File: config.mk
export PLATFORM = sky130hd
export DESIGN_NAME = br_hazard_ctrl
export DESIGN_NICKNAME = d
export VERILOG_FILES = /design/src/rtl/br_hazard_ctrl.sv
export SDC_FILE = /design/constraint.sdc
export NUM_CORES = 1
export LEC_CHECK = 0
export CAP_MARGIN = 20
export CORE_AREA = 2 2 58 101
export DETAILED_ROUTE_END_ITERATION = 8
export DIE_AREA = 0 0 60 103
export GPL_TIMING_DRIVEN = 0
export PLACE_DENSITY = 0.83
export SYNTH_ARGS = -nofsm -noshare
export SYNTH_HDL_FRONTEND = slang
export SYNTH_SLANG_ARGS = --single-unit
File: constraint.sdc
create_clock -name clk -period 4 [get_ports clk]
set_input_delay 0.4 -clock clk [delete_from_list [all_inputs] [get_ports clk]]
set_output_delay 0.4 -clock clk [all_outputs]
set_load 0.02 [all_outputs]
File: src/rtl/br_hazard_ctrl.sv
// ID-stage branch hazard scheduler: tracks EX/MEM destination shadows, drives
// branch operand forwarding selects, load-use stalls and branch counters.
module br_hazard_ctrl #(
    parameter int unsigned CntWidth = 16
) (
    input  logic                clk,
    input  logic                rst,
    input  logic [31:0]         inst_ID,
    input  logic                id_valid,
    input  logic                wreg_ID,
    input  logic [4:0]          waddr_ID,
    input  logic                is_load_ID,
    input  logic                stall_ext,
    input  logic                clr_cnt,
    output logic [1:0]          FW_br_A,
    output logic [1:0]          FW_br_B,
    output logic                stall_ID,
    output logic                br_resolve_en,
    output logic [CntWidth-1:0] stall_cnt,
    output logic [CntWidth-1:0] branch_cnt
);

    localparam logic [1:0] FW_BR_ORIGIN  = 2'b00;
    localparam logic [1:0] FW_BR_EX_ALU  = 2'b01;
    localparam logic [1:0] FW_BR_MEM_ALU = 2'b10;
    localparam logic [1:0] FW_BR_MEM_MEM = 2'b11;

    localparam logic [5:0] OP_RTYPE = 6'b000000;
    localparam logic [5:0] OP_J     = 6'b000010;
    localparam logic [5:0] OP_JAL   = 6'b000011;
    localparam logic [5:0] OP_BEQ   = 6'b000100;
    localparam logic [5:0] OP_BNE   = 6'b000101;
    localparam logic [5:0] FN_JR    = 6'b001000;

    typedef struct packed {
        logic       v;
        logic [4:0] waddr;
        logic       ld;
    } slot_t;

    typedef enum logic {RUN, HOLD} state_t;

    state_t              state_q, state_d;
    slot_t               ex_s_q, ex_s_d, mem_s_q, mem_s_d;
    logic [CntWidth-1:0] stall_cnt_q, stall_cnt_d, branch_cnt_q, branch_cnt_d;

    logic [5:0] opcode, funct;
    logic [4:0] rs, rt;
    logic       is_br, is_jmp, is_jr, uses_rs, uses_rt, is_ctl, hazard;
    logic       unused_inst_bits;

    assign opcode           = inst_ID[31:26];
    assign rs               = inst_ID[25:21];
    assign rt               = inst_ID[20:16];
    assign funct            = inst_ID[5:0];
    assign unused_inst_bits = ^inst_ID[15:6];

    // Operand select for one source; an EX load hit is a hazard, so drive Origin.
    function automatic logic [1:0] fw_sel(input logic [4:0] src, input logic use_src,
                                          input slot_t ex, input slot_t mem);
        if (!use_src || src == 5'd0)        return FW_BR_ORIGIN;
        if (ex.v && ex.waddr == src)        return ex.ld ? FW_BR_ORIGIN : FW_BR_EX_ALU;
        if (mem.v && mem.waddr == src)      return mem.ld ? FW_BR_MEM_MEM : FW_BR_MEM_ALU;
        return FW_BR_ORIGIN;
    endfunction

    always_comb begin
        is_br   = (opcode == OP_BEQ) || (opcode == OP_BNE);
        is_jmp  = (opcode == OP_J) || (opcode == OP_JAL);
        is_jr   = (opcode == OP_RTYPE) && (funct == FN_JR);
        uses_rs = id_valid && (is_br || is_jr);
        uses_rt = id_valid && is_br;
        is_ctl  = id_valid && (is_br || is_jmp || is_jr);

        hazard = ex_s_q.v && ex_s_q.ld &&
                 ((uses_rs && rs != 5'd0 && ex_s_q.waddr == rs) ||
                  (uses_rt && rt != 5'd0 && ex_s_q.waddr == rt));

        FW_br_A       = fw_sel(rs, uses_rs, ex_s_q, mem_s_q);
        FW_br_B       = fw_sel(rt, uses_rt, ex_s_q, mem_s_q);
        stall_ID      = hazard;
        br_resolve_en = !hazard && !stall_ext;
    end

    // Next state: slots shift, FSM tracks the bubble cycle, counters saturate.
    always_comb begin
        state_d      = state_q;
        ex_s_d       = ex_s_q;
        mem_s_d      = mem_s_q;
        stall_cnt_d  = stall_cnt_q;
        branch_cnt_d = branch_cnt_q;

        if (!stall_ext) begin
            mem_s_d = ex_s_q;
            if (stall_ID || !id_valid) begin
                ex_s_d = '0;
            end else begin
                ex_s_d.v     = wreg_ID && (waddr_ID != 5'd0);
                ex_s_d.waddr = waddr_ID;
                ex_s_d.ld    = is_load_ID;
            end

            case (state_q)
                RUN:     state_d = hazard ? HOLD : RUN;
                HOLD:    state_d = RUN;
                default: state_d = RUN;
            endcase

            if (stall_ID && stall_cnt_q != '1) begin
                stall_cnt_d = stall_cnt_q + CntWidth'(1);
            end
        end

        if (is_ctl && br_resolve_en && branch_cnt_q != '1) begin
            branch_cnt_d = branch_cnt_q + CntWidth'(1);
        end

        if (clr_cnt) begin
            stall_cnt_d  = '0;
            branch_cnt_d = '0;
        end
    end

    always_ff @(posedge clk) begin
        if (rst) begin
            state_q      <= RUN;
            ex_s_q       <= '0;
            mem_s_q      <= '0;
            stall_cnt_q  <= '0;
            branch_cnt_q <= '0;
        end else begin
            state_q      <= state_d;
            ex_s_q       <= ex_s_d;
            mem_s_q      <= mem_s_d;
            stall_cnt_q  <= stall_cnt_d;
            branch_cnt_q <= branch_cnt_d;
        end
    end

    assign stall_cnt  = stall_cnt_q;
    assign branch_cnt = branch_cnt_q;

endmodule

## Word-level counts from Yosys, hierarchy flattened

Cells that the tools add are included.

- Bits in registers: 46
- Input port bits: 44
- Output and inout bits: 38
- Word-level logic and storage cells: 90

- $add $sub $neg: 2
- Equality and inequality tests: 11
- Mux-type cells: 27
- Bitwise operators: 1
- Reduce and logical (&&, ||, !) cells: 41

Operators by type and width:

| operator | number |
|---|---|
| adder 16 x 1 -> 16 bit (second input constant) | 2 |
| inequality test 16 bit (second input constant) | 2 |
| 2-to-1 mux 2 bit | 12 |
| == test 5 bit | 4 |
| logical AND 1 bit | 19 |
| nonzero test 5 bit | 3 |
| 2-to-1 mux 1 bit | 14 |
| == test 6 x 2 -> 1 bit (second input constant) | 2 |
| == test 6 x 3 -> 1 bit (second input constant) | 2 |
| logical NOT 5 bit | 2 |
| logical OR 1 bit | 9 |
| 2-to-1 mux 7 bit | 1 |
| == test 6 x 4 -> 1 bit (second input constant) | 1 |
| logical NOT 6 bit | 1 |
| logical NOT 1 bit | 5 |
| AND reduction 2 bit | 1 |
| OR reduction 2 bit | 1 |
| inverter 1 bit | 1 |

## Logic depth before layout (Yosys ltp)

Gate-level depths: netlist (run 1).

- Word-level depth: 13
- Gate-level depth with buffers: 9
- Depth with buffers taken out: 7

## Worst setup path after synthesis (run 1)

OpenSTA, ideal clock, no wires.

- Path kind: input to output
- From: input port inst_ID[17]
- To: output port br_resolve_en
- Arrival time: 2203 ps
- Required time: 3600 ps
- Slack: 1397 ps
- Cell stages on the path: 8
- Path buffers: 3
- Cells stage by stage: or4_1 > o2111ai_2 > nor4_1 > or2_1 > buf_2 > buf_2 > buf_2 > nor2_1

- Longest elaborated chain between the ends: 7
- Elaborated cells on any way between the ends: 8
- Those cells by class: eq/ne (1); reduce/logical (7)

Ends and longest elaborated chain:

| what | RTL line | source |
|---|---|---|
| start: declaration | 8 | `input logic [31:0] inst_ID,` |
| nonzero test 5 bit | 77 | `(uses_rt && rt != 5'd0 && ex_s_q.waddr == rt));` |
| logical AND 1 bit | 77 |  |
| logical AND 1 bit (*) | 77 |  |
| logical OR 1 bit (*) | 76 | `((uses_rs && rs != 5'd0 && ex_s_q.waddr == rs) \|\|` |
| logical AND 1 bit (*) | 75 | `hazard = ex_s_q.v && ex_s_q.ld &&` |
| logical NOT 1 bit (*) | 82 | `br_resolve_en = !hazard && !stall_ext;` |
| logical AND 1 bit (*) | 82 |  |
| end: declaration | 18 | `output logic br_resolve_en,` |

Mark *: on every way between the ends. The rest lies on a longest branch, timed or not.

## Worst setup path after layout (run 1)

Ends and elaborated chain as after synthesis.

==> Flow_metrics.wiki, run 1 <==
{| class="wikitable"
! Metric !! Value
|-
| Rel. slew slack || 50.39%
|-
| Area taken by multi-input logic gates || ~1600 sq um
|-
| Final hold vios || 0
|-
| Reg area || 920.9 sq um
|-
| Setup TNS || 0 ns
|-
| Die outline height || 103 um
|-
| Met2 usage || 46.57%
|-
| Critical Path AT || 3.42 ns
|-
| Horizontal die dimension || ~60 um
|-
| Global-route wire length before repair || approximately 12 mm
|-
| Portion of total power attributed to combinational logic || 10.3%
|-
| Switching pwr || 0.0002071 W
|-
| RSZ-0062 raised after global routing || false
|-
| Worst-path fanout max || 10
|-
| LEAKAGE || 1.169 nW
|-
| FF+latch count, synth || 46
|-
| First-pass iteration count of the detailed router || 5
|-
| Worst-Margin Slew || between 0.7 and 0.8 ns
|-
| IO buf count || 70
|-
| # DRC || 0
|-
| Top-level port count || 82
|-
| Count of yosys warnings during synthesis || 0
|-
| Area Growth Syn to Fin || 34.86%
|-
| Category of the critical setup timing path || in2out
|-
| Final Max Slew Viols || 0
|-
| Post-synthesis instance total || 332
|-
| Post-Place Setup Slack || 0.1706 ns
|-
| Met1 capacity usage during global routing || 25.29%
|-
| Total die area || 6180 sq um
|-
| Vias in the first global route || around 2,700
|-
| Initial DRC count || 108
|-
| Register area share after synthesis || 35.15%
|-
| Simple-gate share of the synthesized area || 33.52%
|-
| Synth Area in Compound Gates || 15.43%
|-
| Flop pwr share || around half
|-
| Adder and majority gate portion of the synthesized area || 0.9551%
|-
| Number of fillers in the final layout || just under 500
|-
| Clk root buf || sky130_fd_sc_hd__clkbuf_8
|-
| Number of diodes added for antenna fixing || 0
|-
| Site Rows || 36
|-
| Final clock skew || 0.006804 ns
|-
| Max VDD drop || 0.1905 mV
|-
| Post-route clock period utilization || 95.46%
|-
| Busiest layer in global routing || met2
|-
| Worst hold path class || reg2reg
|-
| Num CTS Buffers || 5
|-
| Met3 track demand over resource || 3.890%
|-
| Max frequency || 0.2619 GHz
|-
| Type of element capturing the critical path || primary output
|-
| Leading post-synthesis cells by cell area || sky130_fd_sc_hd__dfxtp_1, sky130_fd_sc_hd__nand2_1, sky130_fd_sc_hd__xnor2_1, sky130_fd_sc_hd__or4_1, sky130_fd_sc_hd__or3_1
|-
| Post-detailed-route via-to-cell ratio || 5.779
|-
| Switching Share || 22.55%
|-
| TritonCTS clock tree || done
|-
| Overall overflow remaining after global route || 0
|-
| Total power after layout || 0.0009183 W
|-
| Clock latency on the worst-skew pair || between 0.2 and 0.3 ns
|-
| Max-capacitance violation count || 0
|-
| Core Footprint || about 5500 sq um
|-
| Run status || completed
|-
| Final-stage net count || between 400 and 500
|-
| CTS H-tree lvls || 2
|-
| CP Launch Type || primary input
|-
| Via count || about 2,800
|-
| DRT Wirelength || 7.399 mm
|-
| Clock-pin slew reported for the worst setup and hold paths after clock tree synthesis || roughly 0.090 ns
|-
| Post-synth top area share || 35.15%
|-
| Mux share of post-synthesis cell area || 3.868%
|-
| Final setup fails || 0
|-
| Initial antenna violation count || 0
|-
| Hold Path Stages || 2
|-
| Per-cell routed wire length || between 15 and 20 um
|-
| Share of post-route cells with drive strength above 1 || 4.401%
|-
| Number of antenna-violating nets in the routed design || 0
|-
| Synthesized net count || between 300 and 400
|-
| Half-perimeter wire length after detailed placement || just under 6 mm
|-
| Post-route setup slack || 0.1817 ns
|-
| Final Wtd Congestion || 0.9696
|-
| Initial Utilization || 48.07%
|-
| Clock Sinks || between 40 and 50
|-
| Clock network power share || between 30% and 40%
|-
| Number of different library cells in the post-synthesis netlist || 40
|-
| Main combinational cell family by area after synthesis || simple AND/OR/NAND/NOR gates
|-
| Number of cells on the worst reg-to-reg path || 9
|-
| CP Data Required Time || 3.60 ns
|-
| Shortest clock period the worst path allows after layout || between 3 and 4 ns
|-
| Syn Std Cell Area || 2620 sq um
|-
| Power density relative to cell area || 259.9 nW/um^2
|-
| GR Util All Layers || 24.91%
|-
| WHS || between 0.5 and 0.6 ns
|-
| Largest net degree at the start of global routing || 14
|-
| Biggest area consumer among synthesized cells || sky130_fd_sc_hd__dfxtp_1
|-
| Clk buf depth || 2
|-
| Average footprint of a synthesized cell || slightly below 8 sq um
|-
| Internal power contribution || 0.0007112 W
|-
| XOR/XNOR share of the synthesized area || approximately 7.4%
|}
[synthesized netlist by cell type]
| cell type | number |
|---|---|
| sky130_fd_sc_hd__or3_1 | 17 |
| sky130_fd_sc_hd__or2_2 | 3 |
| sky130_fd_sc_hd__buf_2 | 3 |
| sky130_fd_sc_hd__nor4_2 | 1 |
| sky130_fd_sc_hd__dfxtp_1 | 46 |
| sky130_fd_sc_hd__buf_6 | 1 |
| sky130_fd_sc_hd__inv_1 | 8 |
| sky130_fd_sc_hd__mux2i_1 | 9 |
| sky130_fd_sc_hd__ha_1 | 2 |
| sky130_fd_sc_hd__and3_1 | 9 |
| sky130_fd_sc_hd__nor2_1 | 21 |
| sky130_fd_sc_hd__o21ai_1 | 18 |
| sky130_fd_sc_hd__xnor2_1 | 16 |
| sky130_fd_sc_hd__or2_1 | 1 |
| sky130_fd_sc_hd__clkbuf_1 | 10 |
| sky130_fd_sc_hd__nor4_1 | 8 |
| sky130_fd_sc_hd__nor3_1 | 4 |
| sky130_fd_sc_hd__a2bb2oi_1 | 1 |
| sky130_fd_sc_hd__nand2_1 | 39 |
| sky130_fd_sc_hd__buf_1 | 1 |
| sky130_fd_sc_hd__and3b_1 | 1 |
| sky130_fd_sc_hd__nor2b_1 | 4 |
| sky130_fd_sc_hd__o31a_1 | 1 |
| sky130_fd_sc_hd__o21a_1 | 1 |
| sky130_fd_sc_hd__a21oi_1 | 20 |
| sky130_fd_sc_hd__a211oi_1 | 3 |
| sky130_fd_sc_hd__nand3_1 | 17 |
| sky130_fd_sc_hd__and2_1 | 1 |
| sky130_fd_sc_hd__nand2b_1 | 1 |
| sky130_fd_sc_hd__a31oi_1 | 1 |
| sky130_fd_sc_hd__o21ai_0 | 5 |
| sky130_fd_sc_hd__or4_1 | 16 |
| sky130_fd_sc_hd__o31ai_1 | 6 |
| sky130_fd_sc_hd__xor2_1 | 6 |
| sky130_fd_sc_hd__nand4_1 | 14 |
| sky130_fd_sc_hd__mux2_2 | 1 |
| sky130_fd_sc_hd__o2111ai_2 | 1 |
| sky130_fd_sc_hd__nor4b_1 | 3 |
| sky130_fd_sc_hd__o211ai_1 | 10 |
| sky130_fd_sc_hd__and4_1 | 2 |
[path summary, 6_finish.rpt]
| check | start | to | slack (ns) |
|---|---|---|---|
| setup / recovery | inst_ID[17] | br_resolve_en | 0.18 |
| hold / removal | stall_cnt[15]$_SDFFE_PP0P_ | stall_cnt[15]$_SDFFE_PP0P_ | 0.50 |
| setup reg to reg | ex_s_q[4]$_SDFFE_PP0N_ | branch_cnt[1]$_SDFFE_PP0P_ | 1.64 |
| hold reg to reg | stall_cnt[15]$_SDFFE_PP0P_ | stall_cnt[15]$_SDFFE_PP0P_ | 0.50 |
[flip-flops by register name, indices dropped and copies added (netlist names)]
signal,count
mem_s_q,7
ex_s_q,7
stall_cnt,16
branch_cnt,16
[critical path: stages]
cell,delay [ns]
sky130_fd_sc_hd__clkdlybuf4s50_1,0.50
sky130_fd_sc_hd__or4_1,0.57
sky130_fd_sc_hd__o2111ai_2,0.30
sky130_fd_sc_hd__nor4_1,0.12
sky130_fd_sc_hd__or2_1,0.21
sky130_fd_sc_hd__buf_2,0.16
sky130_fd_sc_hd__buf_2,0.19
sky130_fd_sc_hd__buf_2,0.21
sky130_fd_sc_hd__nor2_1,0.12
sky130_fd_sc_hd__clkdlybuf4s50_1,0.62
[power by group through the flow]
stage,Clock (W),Sequential [W],Combinational (W)
floorplan,0,0.000476,0.0000435
global placement,0,0.000478,0.0000912
global route,0.000380,0.000468,0.000103
CTS,0.000359,0.000467,0.0000937
detailed placement,0,0.000478,0.0000936
finish,0.000357,0.000468,0.0000942
[area by class of cell]
| class | instances | area share, % |
|---|---|---|
| flip-flops and latches | 46 | 26.06 |
| multi-input cells | 263 | 45.47 |
| well taps | 76 | 2.691 |
| repair buffers | 70 | 19.83 |
| inverters | 8 | 0.8499 |
| clock buffers | 6 | 2.337 |
| clock inverters | 1 | 0.8499 |
| plain buffers | 15 | 1.912 |
[timing repair]
action                                  4_1_cts  5_1_grt
endpoints found under the setup margin        0        1
hold buffers                                  0        0
buffers inserted                              0        0
gates resized for setup                       0        1
[stage by stage]
step	utilization, %	instance area (sq um)	instances
3_3_place_gp	62.67	3416	478
4_1_cts	64.74	3528	485
3_5_place_dp	62.67	3416	478
2_1_floorplan	-	2620	332
6_report	64.83	3533	485
5_1_grt	64.83	3533	485
[layer usage]
layer  wire length (um)  vias up  part of all wire (%)
met5                  0        -                     0
met2               4111       91                    56
met4                271        0                   3.7
met1               2719     1313                    37
li1                   -     1379                     -
met3                297       20                   4.0
[cell families after synthesis]
family | after synthesis
multiplexers | 10
flip-flops | 46
adder cells (fa/ha/maj) | 2
AO/OA/AOI/OAI | 67
XOR/XNOR | 22
buffers and inverters | 23
AND/OR/NAND/NOR | 162
[layout by cell type, fill, tap and decap left out, drive strengths merged, types with 2 or more instances in the layout]
master / n
clkdlybuf4s50: 70
dfxtp: 46
nand2: 39
o21ai: 23
nor2: 21
a21oi: 20
nand3: 17
or3: 17
or4: 16
xnor2: 16
clkbuf: 16
nand4: 14
o211ai: 10
and3: 9
mux2i: 9
nor4: 9
inv: 8
xor2: 6
o31ai: 6
buf: 5
nor2b: 4
nor3: 4
or2: 4
nor4b: 3
a211oi: 3
and4: 2
ha: 2
(Power assumes the default switching activity.)
==> run 2: changes to the inputs <==
--- a/config.mk
+++ b/config.mk
@@ -6,9 +6,9 @@
 export NUM_CORES = 1
 export LEC_CHECK = 0
 export CAP_MARGIN = 20
-export CORE_AREA = 2 2 58 101
+export CORE_AREA = 5 5 61 104
 export DETAILED_ROUTE_END_ITERATION = 8
-export DIE_AREA = 0 0 60 103
+export DIE_AREA = 0 0 66 109
 export GPL_TIMING_DRIVEN = 0
 export PLACE_DENSITY = 0.83
 export SYNTH_ARGS = -nofsm -noshare
==> Flow_metrics.wiki, run 2 (synthesis gave the netlist of run 1 again) <==
{| class="wikitable"
! Metric !! Value
|-
| Initial antenna violation count || 0
|-
| Die outline height || 109 um
|-
| CP Data Required Time || 3.60 ns
|-
| Hold Path Stages || 2
|-
| TritonCTS clock tree || done
|-
| Total die area || 7194 sq um
|-
| Clk buf depth || 2
|-
| First-pass iteration count of the detailed router || 4
|-
| Worst-Margin Slew || 0.7720 ns
|-
| Number of antenna-violating nets in the routed design || 0
|-
| Share of post-route cells with drive strength above 1 || 3.912%
|-
| Shortest clock period the worst path allows after layout || 3.763 ns
|-
| Half-perimeter wire length after detailed placement || 6.058 mm
|-
| Most common library cell in the layout ignoring fill and taps || sky130_fd_sc_hd__clkdlybuf4s50_1
|-
| Max frequency || 0.2658 GHz
|-
| Horizontal die dimension || 66 um
|-
| CTS H-tree lvls || 2
|-
| Final-stage net count || 455
|-
| # DRC || 0
|-
| Run status || completed
|-
| Overall overflow remaining after global route || 0
|-
| Core Footprint || 5450 sq um
|-
| Final setup fails || 0
|-
| Clock-pin slew reported for the worst setup and hold paths after clock tree synthesis || 0.09 ns
|-
| Area Growth Syn to Fin || 33.76%
|-
| Post-route clock period utilization || 94.06%
|-
| Final non-filler cell area || 3505 sq um
|-
| Category of the critical setup timing path || in2out
|-
| Final clock skew || 0.006882 ns
|-
| DRT Wirelength || between 7 and 8 mm
|-
| Max-capacitance violation count || 0
|-
| RSZ-0062 raised after global routing || false
|-
| Power density relative to cell area || 239.8 nW/um^2
|-
| Initial Utilization || 48.07%
|-
| Largest net degree at the start of global routing || 14
|-
| LEAKAGE || about 1.2 nW
|-
| Leading cell types in the layout, fill and taps excluded || sky130_fd_sc_hd__clkdlybuf4s50_1, sky130_fd_sc_hd__dfxtp_1, sky130_fd_sc_hd__nand2_1
|-
| Final Wtd Congestion || 0.9398
|-
| Initial DRC count || approximately 90
|-
| Critical Path AT || 3.36 ns
|-
| Clock latency on the worst-skew pair || 0.30 ns
|-
| Rel. slew slack || 48.53%
|-
| Worst hold path class || reg2reg
|-
| Per-cell routed wire length || around 16 um
|-
| Top-level port count || 82
|-
| Util after Layout || between 60% and 70%
|-
| Post-detailed-route via-to-cell ratio || between 5 and 6
|-
| Max VDD drop || 0.1468 mV
|-
| Number of buffers inserted to repair setup after CTS || 0
|-
| Setup TNS || 0 ns
|-
| Vias in the first global route || ~2,800
|-
| Clock Sinks || 46
|-
| Clk root buf || sky130_fd_sc_hd__clkbuf_8
|-
| Cell area after placement || 3416 sq um
|-
| Worst-path fanout max || 10
|-
| Final hold vios || 0
|-
| Source of the worst hold timing path || branch_cnt[10]$_SDFFE_PP0P_
|-
| Num CTS Buffers || 5
|-
| Final Max Slew Viols || 0
|-
| Global-route wire length before repair || between 10 and 15 mm
|-
| Start point of the critical path || inst_ID[22]
|-
| Via count || 2,791
|-
| Site Rows || 36
|-
| Type of element capturing the critical path || primary output
|-
| Number of diodes added for antenna fixing || 0
|-
| Number of cells on the worst reg-to-reg path || 9
|-
| GR Util All Layers || ~22%
|-
| Origin of the critical flop-to-flop path || ex_s_q[1]$_SDFFE_PP0N_
|-
| IO buf count || 70
|-
| CP Launch Type || primary input
|}
run 2: layout make-up:
class,instances,area (sq um)
fillers,495,1946
flip-flops and latches,46,920.9
repair buffers,70,700.7
multi-input cells,263,1610
clock inverters,1,7.507
plain buffers,15,67.56
inverters,8,30.03
well taps,76,95.09
clock buffers,6,72.57
run 2: critical path, cell delays in order:
cell and delay [ns]:
sky130_fd_sc_hd__clkdlybuf4s50_1 0.47, sky130_fd_sc_hd__or4_1 0.56, sky130_fd_sc_hd__o211ai_1 0.31, sky130_fd_sc_hd__nor4_4 0.11, sky130_fd_sc_hd__or2_1 0.23, sky130_fd_sc_hd__buf_2 0.16
sky130_fd_sc_hd__buf_2 0.19, sky130_fd_sc_hd__buf_2 0.20, sky130_fd_sc_hd__nor2_1 0.10, sky130_fd_sc_hd__clkdlybuf4s50_1 0.62
run 2: through the flow:
| step | total power, W | hold slack (ns) | setup slack [ns] | cells |
|---|---|---|---|---|
| final | 0.0008404 | 0.4994 | 0.2375 | 485 |
| after global routing | 0.0008696 | 0.5306 | 0.07486 | 485 |
| after global placement | 0.0005706 | 0.4807 | 0.2099 | 478 |
| after CTS | 0.0008446 | 0.5006 | 0.2180 | 485 |
| after floorplan | 0.0005200 | 0.4774 | 1.397 | 332 |
| after detailed placement | 0.0005723 | 0.4884 | 0.2210 | 478 |
run 2: final timing paths:
path                                 end  slack [ns]
max reg2reg   branch_cnt[1]$_SDFFE_PP0P_        1.75
max                        br_resolve_en        0.24
min reg2reg  branch_cnt[10]$_SDFFE_PP0P_        0.50
min          branch_cnt[10]$_SDFFE_PP0P_        0.50
run 2: report_power, final:
group / internal, W / switching, W
combinational: 0.0000492 / 0.0000464
clock: 0.000120 / 0.000158
sequential: 0.000462 / 0.00000524
run 2: layer usage:
metal  global-route usage (%)  vias up  part of all wire [%]
li1                         -     1384                     -
met1                    21.43     1292                    36
met2                    43.65       88                    56
met3                    3.196       27                   3.8
met4                    11.34        0                   4.4
met5                        0        -                     0
run 2: repair_timing:
action	in CTS	in global routing
setup endpoints to repair	0	1
hold buffers	0	0
gates resized for setup	0	1
